## config.mk

```make
export PLATFORM = sky130hd
export DESIGN_NAME = regfile_mp_flat
export DESIGN_NICKNAME = d
export VERILOG_FILES = /design/src/rtl/regfile_pkg.sv /design/src/rtl/regfile_mp_if.sv /design/src/rtl/regfile_scoreboard.sv /design/src/rtl/regfile_mp.sv /design/src/flat_wrapper.sv
export SDC_FILE = /design/constraint.sdc
export NUM_CORES = 2
export LEC_CHECK = 0
export BUFFER_PORTS_ARGS = -buffer_cell sky130_fd_sc_hd__buf_4
export CORE_MARGIN = 3
export CORE_UTILIZATION = 40
export DETAILED_ROUTE_END_ITERATION = 16
export GPL_ROUTABILITY_DRIVEN = 0
export GPL_TIMING_DRIVEN = 0
export PLACE_DENSITY = 0.56
export SLEW_MARGIN = 20
export SYNTH_ARGS = -nofsm -noshare
export SYNTH_HDL_FRONTEND = slang
export SYNTH_SLANG_ARGS = --single-unit
```

## constraint.sdc

```tcl
create_clock -name clk -period 7.7 [get_ports clk]
set_input_delay 0.385 -clock clk [delete_from_list [all_inputs] [get_ports clk]]
set_output_delay 0.385 -clock clk [all_outputs]
set_load 0.05 [all_outputs]
```

## src/rtl/regfile_pkg.sv

```systemverilog
// rtl/regfile_pkg.sv - shared defaults and controller state type for the register file
package regfile_pkg;

  localparam int DEF_DATA_W = 32;
  localparam int DEF_ADDR_W = 5;
  localparam int DEF_NREAD  = 2;
  localparam int DEF_NWRITE = 2;

  typedef enum logic {
    CLEAR = 1'b0,
    READY = 1'b1
  } state_e;

endpackage

```

## src/rtl/regfile_mp_if.sv

```systemverilog
// rtl/regfile_mp_if.sv - bundled write/alloc/read port signals of the register file
interface regfile_mp_if
  import regfile_pkg::*;
#(
  parameter int DATA_W = DEF_DATA_W,
  parameter int ADDR_W = DEF_ADDR_W,
  parameter int NREAD  = DEF_NREAD,
  parameter int NWRITE = DEF_NWRITE
);

  logic                     ready;
  logic [NWRITE-1:0]        we;
  logic [NWRITE*ADDR_W-1:0] waddr;
  logic [NWRITE*DATA_W-1:0] wdata;
  logic                     alloc_en;
  logic [ADDR_W-1:0]        alloc_addr;
  logic [NREAD-1:0]         re;
  logic [NREAD*ADDR_W-1:0]  raddr;
  logic [NREAD*DATA_W-1:0]  rdata;
  logic [NREAD-1:0]         rvalid;

  modport master (
    input  ready, rdata, rvalid,
    output we, waddr, wdata, alloc_en, alloc_addr, re, raddr
  );

  modport slave (
    output ready, rdata, rvalid,
    input  we, waddr, wdata, alloc_en, alloc_addr, re, raddr
  );

endinterface

```

## src/rtl/regfile_scoreboard.sv

```systemverilog
// rtl/regfile_scoreboard.sv - pending bits: set by alloc, cleared by writes, looked up per read port
module regfile_scoreboard
  import regfile_pkg::*;
#(
  parameter int ADDR_W = DEF_ADDR_W,
  parameter int NREAD  = DEF_NREAD,
  parameter int NWRITE = DEF_NWRITE
) (
  input  logic                     clk,
  input  logic                     rst,
  input  logic                     alloc_en_i,
  input  logic [ADDR_W-1:0]        alloc_addr_i,
  input  logic [NWRITE-1:0]        wr_en_i,
  input  logic [NWRITE*ADDR_W-1:0] wr_addr_i,
  input  logic [NREAD*ADDR_W-1:0]  rd_addr_i,
  output logic [NREAD-1:0]         pend_o
);

  localparam int DEPTH = 2 ** ADDR_W;

  logic [DEPTH-1:0] pend_q;
  logic [DEPTH-1:0] pend_d;

  // Writes retire pending entries; an alloc applied afterwards wins for the same address
  always_comb begin
    pend_d = pend_q;
    for (int k = 0; k < NWRITE; k++) begin
      if (wr_en_i[k]) begin
        pend_d[wr_addr_i[k*ADDR_W +: ADDR_W]] = 1'b0;
      end
    end
    if (alloc_en_i && (alloc_addr_i != '0)) begin
      pend_d[alloc_addr_i] = 1'b1;
    end
  end

  // Pending state register, cleared by reset
  always_ff @(posedge clk or negedge rst) begin
    if (!rst) begin
      pend_q <= '0;
    end else begin
      pend_q <= pend_d;
    end
  end

  for (genvar j = 0; j < NREAD; j++) begin : g_lookup
    assign pend_o[j] = pend_q[rd_addr_i[j*ADDR_W +: ADDR_W]];
  end

endmodule

```

## src/rtl/regfile_mp.sv

```systemverilog
// rtl/regfile_mp.sv - multi-port register file with clear sweep, bypass and pending tracking
module regfile_mp
  import regfile_pkg::*;
#(
  parameter int DATA_W = DEF_DATA_W,
  parameter int ADDR_W = DEF_ADDR_W,
  parameter int NREAD  = DEF_NREAD,
  parameter int NWRITE = DEF_NWRITE
) (
  input  logic         clk,
  input  logic         rst,
  regfile_mp_if.slave  bus
);

  localparam int DEPTH = 2 ** ADDR_W;

  state_e            state_q;
  logic [ADDR_W-1:0] cnt_q;
  logic              ready_q;

  logic [DATA_W-1:0] mem_q [DEPTH];

  logic [NWRITE-1:0] wr_en;
  logic              alloc_ok;
  logic [NREAD-1:0]  pend;

  // Clear sweep controller: one entry per cycle, then READY until the next reset
  always_ff @(posedge clk or negedge rst) begin
    if (!rst) begin
      state_q <= CLEAR;
      cnt_q   <= '0;
      ready_q <= 1'b0;
    end else begin
      case (state_q)
        CLEAR: begin
          cnt_q <= cnt_q + ADDR_W'(1);
          if (cnt_q == ADDR_W'(DEPTH - 1)) begin
            state_q <= READY;
            ready_q <= 1'b1;
          end
        end
        READY: begin
          ready_q <= 1'b1;
        end
        default: begin
          state_q <= CLEAR;
          ready_q <= 1'b0;
        end
      endcase
    end
  end

  assign bus.ready = ready_q;
  assign alloc_ok  = ready_q & bus.alloc_en;

  // Writes only count once ready and never target the hardwired zero register
  for (genvar k = 0; k < NWRITE; k++) begin : g_wr
    assign wr_en[k] = ready_q & bus.we[k] & (bus.waddr[k*ADDR_W +: ADDR_W] != '0);
  end

  // Storage update: sweep zeroes during CLEAR, later ports override earlier ones in READY
  always_ff @(posedge clk) begin
    if (state_q == CLEAR) begin
      mem_q[cnt_q] <= '0;
    end else begin
      for (int k = 0; k < NWRITE; k++) begin
        if (wr_en[k]) begin
          mem_q[bus.waddr[k*ADDR_W +: ADDR_W]] <= bus.wdata[k*DATA_W +: DATA_W];
        end
      end
    end
  end

  regfile_scoreboard #(
    .ADDR_W (ADDR_W),
    .NREAD  (NREAD),
    .NWRITE (NWRITE)
  ) u_scoreboard (
    .clk          (clk),
    .rst          (rst),
    .alloc_en_i   (alloc_ok),
    .alloc_addr_i (bus.alloc_addr),
    .wr_en_i      (wr_en),
    .wr_addr_i    (bus.waddr),
    .rd_addr_i    (bus.raddr),
    .pend_o       (pend)
  );

  for (genvar j = 0; j < NREAD; j++) begin : g_rd
    logic [ADDR_W-1:0] ra;
    logic [DATA_W-1:0] rd;
    logic              rv;

    assign ra = bus.raddr[j*ADDR_W +: ADDR_W];

    // Read mux: stored value and pending status, overridden by same-cycle writes
    always_comb begin
      rd = '0;
      rv = 1'b0;
      if (ready_q && bus.re[j]) begin
        if (ra == '0) begin
          rv = 1'b1;
        end else begin
          rd = mem_q[ra];
          rv = ~pend[j];
          for (int k = 0; k < NWRITE; k++) begin
            if (wr_en[k] && (bus.waddr[k*ADDR_W +: ADDR_W] == ra)) begin
              rd = bus.wdata[k*DATA_W +: DATA_W];
              rv = 1'b1;
            end
          end
        end
      end
    end

    assign bus.rdata[j*DATA_W +: DATA_W] = rd;
    assign bus.rvalid[j]                 = rv;
  end

endmodule

```

## src/flat_wrapper.sv

```systemverilog
// flat-port wrapper written by rule: the top's interface ports become plain ports
module regfile_mp_flat import regfile_pkg::*;
#(
  parameter int DATA_W = DEF_DATA_W,
  parameter int ADDR_W = DEF_ADDR_W,
  parameter int NREAD  = DEF_NREAD,
  parameter int NWRITE = DEF_NWRITE
)
  (clk, rst, bus_ready, bus_rdata, bus_rvalid, bus_we, bus_waddr, bus_wdata, bus_alloc_en, bus_alloc_addr, bus_re, bus_raddr);
  regfile_mp_if #(.DATA_W(DATA_W), .ADDR_W(ADDR_W), .NREAD(NREAD), .NWRITE(NWRITE)) bus_i ();
  input  logic clk;
  input  logic rst;
  output wire logic [$bits(bus_i.ready)-1:0] bus_ready;
  output wire logic [$bits(bus_i.rdata)-1:0] bus_rdata;
  output wire logic [$bits(bus_i.rvalid)-1:0] bus_rvalid;
  input wire logic [$bits(bus_i.we)-1:0] bus_we;
  input wire logic [$bits(bus_i.waddr)-1:0] bus_waddr;
  input wire logic [$bits(bus_i.wdata)-1:0] bus_wdata;
  input wire logic [$bits(bus_i.alloc_en)-1:0] bus_alloc_en;
  input wire logic [$bits(bus_i.alloc_addr)-1:0] bus_alloc_addr;
  input wire logic [$bits(bus_i.re)-1:0] bus_re;
  input wire logic [$bits(bus_i.raddr)-1:0] bus_raddr;
  assign bus_ready = bus_i.ready;
  assign bus_rdata = bus_i.rdata;
  assign bus_rvalid = bus_i.rvalid;
  assign bus_i.we = bus_we;
  assign bus_i.waddr = bus_waddr;
  assign bus_i.wdata = bus_wdata;
  assign bus_i.alloc_en = bus_alloc_en;
  assign bus_i.alloc_addr = bus_alloc_addr;
  assign bus_i.re = bus_re;
  assign bus_i.raddr = bus_raddr;
  regfile_mp #(.DATA_W(DATA_W), .ADDR_W(ADDR_W), .NREAD(NREAD), .NWRITE(NWRITE)) u_core (.clk(clk), .rst(rst), .bus(bus_i));
endmodule
```

* After elaboration in Yosys (flattened, before gate mapping) *
Memory sizes are Yosys's and may differ from the RTL's.
Index checks and enable logic that the tools add are counted.

word-level totals
  register bits after elaboration = 39
  memory bits (writable) = 1024
  input bits = 96
  output and inout port bits = 67
  memories kept = 1

memory list
  name          depth  width  read ports  clocked after Yosys merged registers in  write ports  line              text
  u_core.mem_q  32     32     2           0                                        2            regfile_mp.sv:21  logic [DATA_W-1:0] mem_q [DEPTH];

operators by class
  add/subtract/negate cells = 1
  $lt $le $gt $ge = 8
  eq/ne operators = 6
  muxes and demuxes = 43
  bitwise operators = 13
  reductions and logical operators = 16

operators with widths
  kind                                                         count
  two-way mux 32 bit                                           12
  AND 32 bit                                                   2
  NOT 32 bit                                                   2
  bitwise OR 32 bit                                            1
  OR reduction 32 bit                                          1
  less-than comparator 5 x 6 -> 1 bit (second input constant)  5
  two-way mux 1 bit                                            24
  == test 5 bit                                                4
  demux 1 bit (select 5 bit)                                   3
  >= comparator 5 x 1 -> 1 bit (second input constant)         3
  nonzero test 5 bit                                           3
  binary-select mux 1 bit (select 5 bit)                       2
  logical AND 1 bit                                            10
  logical NOT 5 bit                                            2
  adder 5 x 1 -> 5 bit (second input constant)                 1
  AND 1 bit                                                    5
  == test 5 bit (second input constant)                        1
  two-way mux 5 bit                                            1
  NOT 1 bit                                                    3
  != test 2 x 1 -> 1 bit (second input constant)               1
  case mux 1 bit (2 select lines)                              1

* Logic depth before layout (Yosys ltp) *
  depth after elaboration = 11
  gate-level depth with buffers = 11

* Hierarchy *
A second synthesis with hierarchy kept.

unflattened totals
  cell total of the unflattened synthesis = 5559
  area total of the unflattened synthesis = 62970.4 sq um

by module, submodules not included
  module              instances  cells an instance  area each (sq um)  seq. area each (sq um)
  regfile_mp          1          5310               60651.9            30924.7
  regfile_scoreboard  1          249                2318.5             800.8

* Worst setup path after synthesis *
Ideal clock, no wire load.

  path kind = register to register
  start = register u_core.ready_q, in the netlist u_core.bus.ready
  end = memory u_core.mem_q[16][0] in the netlist's numbering, enable pin
  arrival time = 4.385 ns
  data required time = 7.234 ns
  slack = 2.850 ns
  cell stages (with the launch flop) = 8
  cells stage by stage = dfrtp_1 -> buf_4 -> nand2_2 -> nor4_1 -> nand2_1 -> clkbuf_1 -> clkbuf_1 -> o21ai_0

RTL lines
  element                   line              text
  start: declaration        regfile_mp.sv:19  logic ready_q;
  start signal: assignment  regfile_mp.sv:32  ready_q <= 1'b0;
  start signal: assignment  regfile_mp.sv:39  ready_q <= 1'b1;
  start signal: assignment  regfile_mp.sv:43  ready_q <= 1'b1;
  end: declaration          regfile_mp.sv:21

* Worst setup path in the final report *
  start = register u_core.ready_q, in the netlist u_core.bus.ready
  end = output bus_rdata[53]

on the way
  cells in the longest elaborated chain, start to end = 7
  elaborated cells between the ends (all ways) = 11
  classes of those cells = 4 x mux; 4 x bitwise; 3 x reduce/logical

RTL lines
  element                           line                text
  AND 1 bit (2 in series)           regfile_mp.sv:58    assign wr_en[k] = ready_q & bus.we[k] & (bus.waddr[k*ADDR_W +: ADDR_W] != '0);
  logical AND 1 bit                 regfile_mp.sv:107   if (wr_en[k] && (bus.waddr[k*ADDR_W +: ADDR_W] == ra)) begin
  two-way mux 32 bit (2 in series)  regfile_mp.sv:107
  two-way mux 32 bit                regfile_mp.sv:101   if (ra == '0) begin
  two-way mux 32 bit *              regfile_mp.sv:100   if (ready_q && bus.re[j]) begin
  end: declaration                  flat_wrapper.sv:14  output wire logic [$bits(bus_i.rdata)-1:0] bus_rdata;

Mark *: on every way between the ends. The rest lies on a longest branch, timed or not.

==> flow_metrics.py <==
metrics = {
    "run_status": {
        "status": "finished, final reports clean",
    },
    "synthesis": {
        "postSynthNetCount": 5531,
        "yosys.area_share.simple": 0.09128,
        "yosys.area.top_type": "edfxtp_1",
        "synthMuxAreaShare": 0.2101,
        "synth_fa_ha_area_frac": 0.0003998,
        "synth_xor_area_frac": 0.003219,
        "netlist_area_mm2": 0.06259,
        "ys_warn_count": 0,
        "synth_async_sr_flop_share": 0.03669,
        "ys_seq_elements": 1063,
        "synth_top_family_by_area": "multiplexers",
        "synth-main-ff-cell": "edfxtp_1",
        "synth_area_leaders": "edfxtp_1 49%, mux4_2 16%, o21ai_0 7.9%, nand2_1 6.6%, mux2i_1 2.8%",
        "synth_cells": 5433,
        "synth_compound_area_frac": 0.1404,
        "synth-edff-count": 1024,
        "yosysTopAreaCellShare": 0.4913,
        "avgSynthCellArea_um2": 11.52,
        "netlist-cell-type-count": 65,
        "seq_area_frac_synth": 0.5069,
    },
    "sta": {
        "rsz0062_at_grt": "no",
        "fin_worst_skew_ns": 0.03560,
        "relSlewSlack": 0.1047,
        "fin_crit_ns": 5.431,
        "post-route-worst-setup-slack_ns": 2.269,
        "finalHoldViolations": 0,
        "finalCritPeriodShare": 0.7053,
        "tightestPinTransition_ns": 1.343,
        "setup_tns_ns": 0,
        "max_clock_freq_mhz": 184.1,
        "drv_slew": 0,
        "setup_viol": 0,
    },
    "final_layout": {
        "layout_common_cells": "1101 x nand2_1, 1024 x edfxtp_1, 982 x o21ai_0",
        "postLayoutCellArea_mm2": 0.07109,
        "multi_input_area_mm2": 0.02843,
        "finish.utilization": 0.4593,
        "final-seq-area_mm2": 0.03173,
        "fillers": 14000,
        "drive_gt1_frac": 0.1834,
        "nets": 5822,
        "area_growth_pct": 13.59,
        "final_common_cell": "nand2_1",
    },
    "floorplanning": {
        "row_count": 144,
        "die_h_um": 401.6,
        "start_util": 0.4044,
        "die_w_um": 401.6,
        "die-area_mm2": 0.1612,
        "io_pins": 163,
        "coreArea_mm2": 0.1548,
    },
    "grt": {
        "antenna_found_initial": 9,
        "grt-ovfl-total": 0,
        "grt_first_pass_wirelength_mm": 379.0,
        "grt_max_degree": 40,
        "first_global_vias": 49440,
        "grtUsageTotal": 0.3360,
    },
    "critical_path": {
        "end_kind": "output pin",
        "cp_max_fo": 10,
        "critPathKind": "reg -> out",
        "crit_required_ns": 7.32,
        "cp.arrival_ns": 5.05,
        "critPathLaunchType": "flip-flop",
    },
    "power_and_ir_drop": {
        "p_total_mw": 13.95,
        "leakagePower_nw": 25.67,
        "vdd_drop_max_uv": 183.0,
        "cellPowerDensity_mw_per_mm2": 196.3,
    },
    "clock_tree": {
        "cts_tree": "built",
        "clk_pin_slew_worst_paths_ns": 0.06,
        "ctsResizeCount": 0,
        "clk_path_buf_depth": 3,
        "clock-root-buffer": "clkbuf_16",
        "h-tree-depth": 3,
        "cts_num_sinks": 1063,
        "cts_setup_buffers": 0,
        "worst_skew_pair.late_latency_ns": 0.75,
        "cts_buffers": 113,
    },
    "worst_hold_path": {
        "hp-class": "in -> reg",
    },
    "flow_run": {
        "cap_violations": 0,
    },
    "route": {
        "drtPass1Iterations": 7,
        "routed_via_density": 6.628,
        "drt-total-wl_mm": 279.1,
        "drt_iter0_drc": 8804,
        "ant_nets": 0,
        "wl_met1_mm": 99.21,
        "dr_total_vias": 52180,
        "routed-wl-met2_mm": 118.0,
        "highest_layer": "met5",
        "post_drt_wl_per_cell_um": 35.46,
        "met3_length_mm": 44.89,
        "drc": 0,
    },
    "place": {
        "placed_area_mm2": 0.06742,
        "port_buffers": 143,
        "pre_cts_ws_ns": 2.896,
        "hpwl_mm": 222.8,
    },
}
==> synth_stat cells (68+ instances only) <==
library cell and number:
mux4_2 458, nor2b_1 71, clkbuf_1 431, buf_1 75, a21oi_1 100, o21ai_1 139, o221ai_1 68, o21ai_0 986
mux2i_1 172, mux2_1 85, nand3_1 79, buf_2 168, nand2_1 1101, edfxtp_1 1024
==> state kept, by name, summed over array words and instances (netlist names) <==
register                    cells
u_core.mem_q                 1024
u_core.state_q                  1
u_core.cnt_q                    5
u_core.u_scoreboard.pend_q     32
u_core.bus.ready                1
==> repair_timing <==
action / in CTS / in global routing
hold endpoints to repair: 39 / 0
setup endpoints to repair: 0 / 0
hold buffers: 1 / 0
==> critical path, cell delays in order (launching register included) <==
cell and delay, ns:
dfrtp_1 0.36, buf_4 0.24, nand2_2 0.17, a21o_1 0.25
nor4b_2 0.97, clkbuf_1 1.06, a22oi_1 0.23, o21ai_1 0.70
buf_4 0.33
==> through the flow <==
step                      std cells  hold WS, ns
after global placement         7620       0.3900
after CTS                      7857      0.04727
after detailed placement       7652       0.3969
final                          7872       0.1016
after global routing           7857      0.08312
after floorplan                5433      0.08941
==> routing by layer <==
metal,vias to the layer above,global-route usage
li1,21220,-
met1,25860,0.4311
met2,4320,0.4898
met3,765,0.1363
met4,7,0.1707
met5,-,0
==> logic make-up (layout without fill, tap and decap cells) <==
kind of cell / Yosys count / in the layout
multiplexers: 729 / 729
other: 0 / 15
AO/OA/AOI/OAI: 1535 / 1535
buffers and inverters: 705 / 1085
flip-flops: 1063 / 1063
XOR/XNOR: 23 / 23
adder cells (fa/ha/maj): 2 / 2
AND/OR/NAND/NOR: 1376 / 1376
==> report_power, final <==
group	switching [mW]	internal, mW	total [mW]
clock network	2.49	3.03	5.52
logic	1.39	0.615	2.00
registers	0.0223	6.40	6.43
total	3.91	10.0	14.0
==> area by class of cell <==
| class | instances | area share |
|---|---|---|
| tap | 2044 | 0.03597 |
| inverter | 6 | 0.0003168 |
| clock inverter | 66 | 0.008659 |
| timing repair buffer | 176 | 0.02480 |
| multi-input combinational | 3665 | 0.3999 |
| buffer | 699 | 0.04191 |
| sequential | 1063 | 0.4463 |
| clock buffer | 138 | 0.04169 |
| antenna | 15 | 0.0005280 |
==> final timing paths <==
kind	from	end	slack, ns	cells after the start
worst min-delay path	bus_we[0]	u_core.u_scoreboard.pend_q[4]$_DFF_PN0_	0.10	3
worst max-delay path	u_core.bus.ready$_DFFE_PN0P_	bus_rdata[53]	2.27	8
min in group asynchronous	rst	u_core.u_scoreboard.pend_q[19]$_DFF_PN0_	0.17	2
max in group asynchronous	rst	u_core.u_scoreboard.pend_q[3]$_DFF_PN0_	7.14	2
worst min register to register	u_core.u_scoreboard.pend_q[0]$_DFF_PN0_	u_core.u_scoreboard.pend_q[0]$_DFF_PN0_	0.50	1
worst max register to register	u_core.state_q$_DFF_PN0_	u_core.mem_q[15][15]$_DFFE_PP_	3.08	8
No activity file was read; power rests on OpenSTA's default activity.
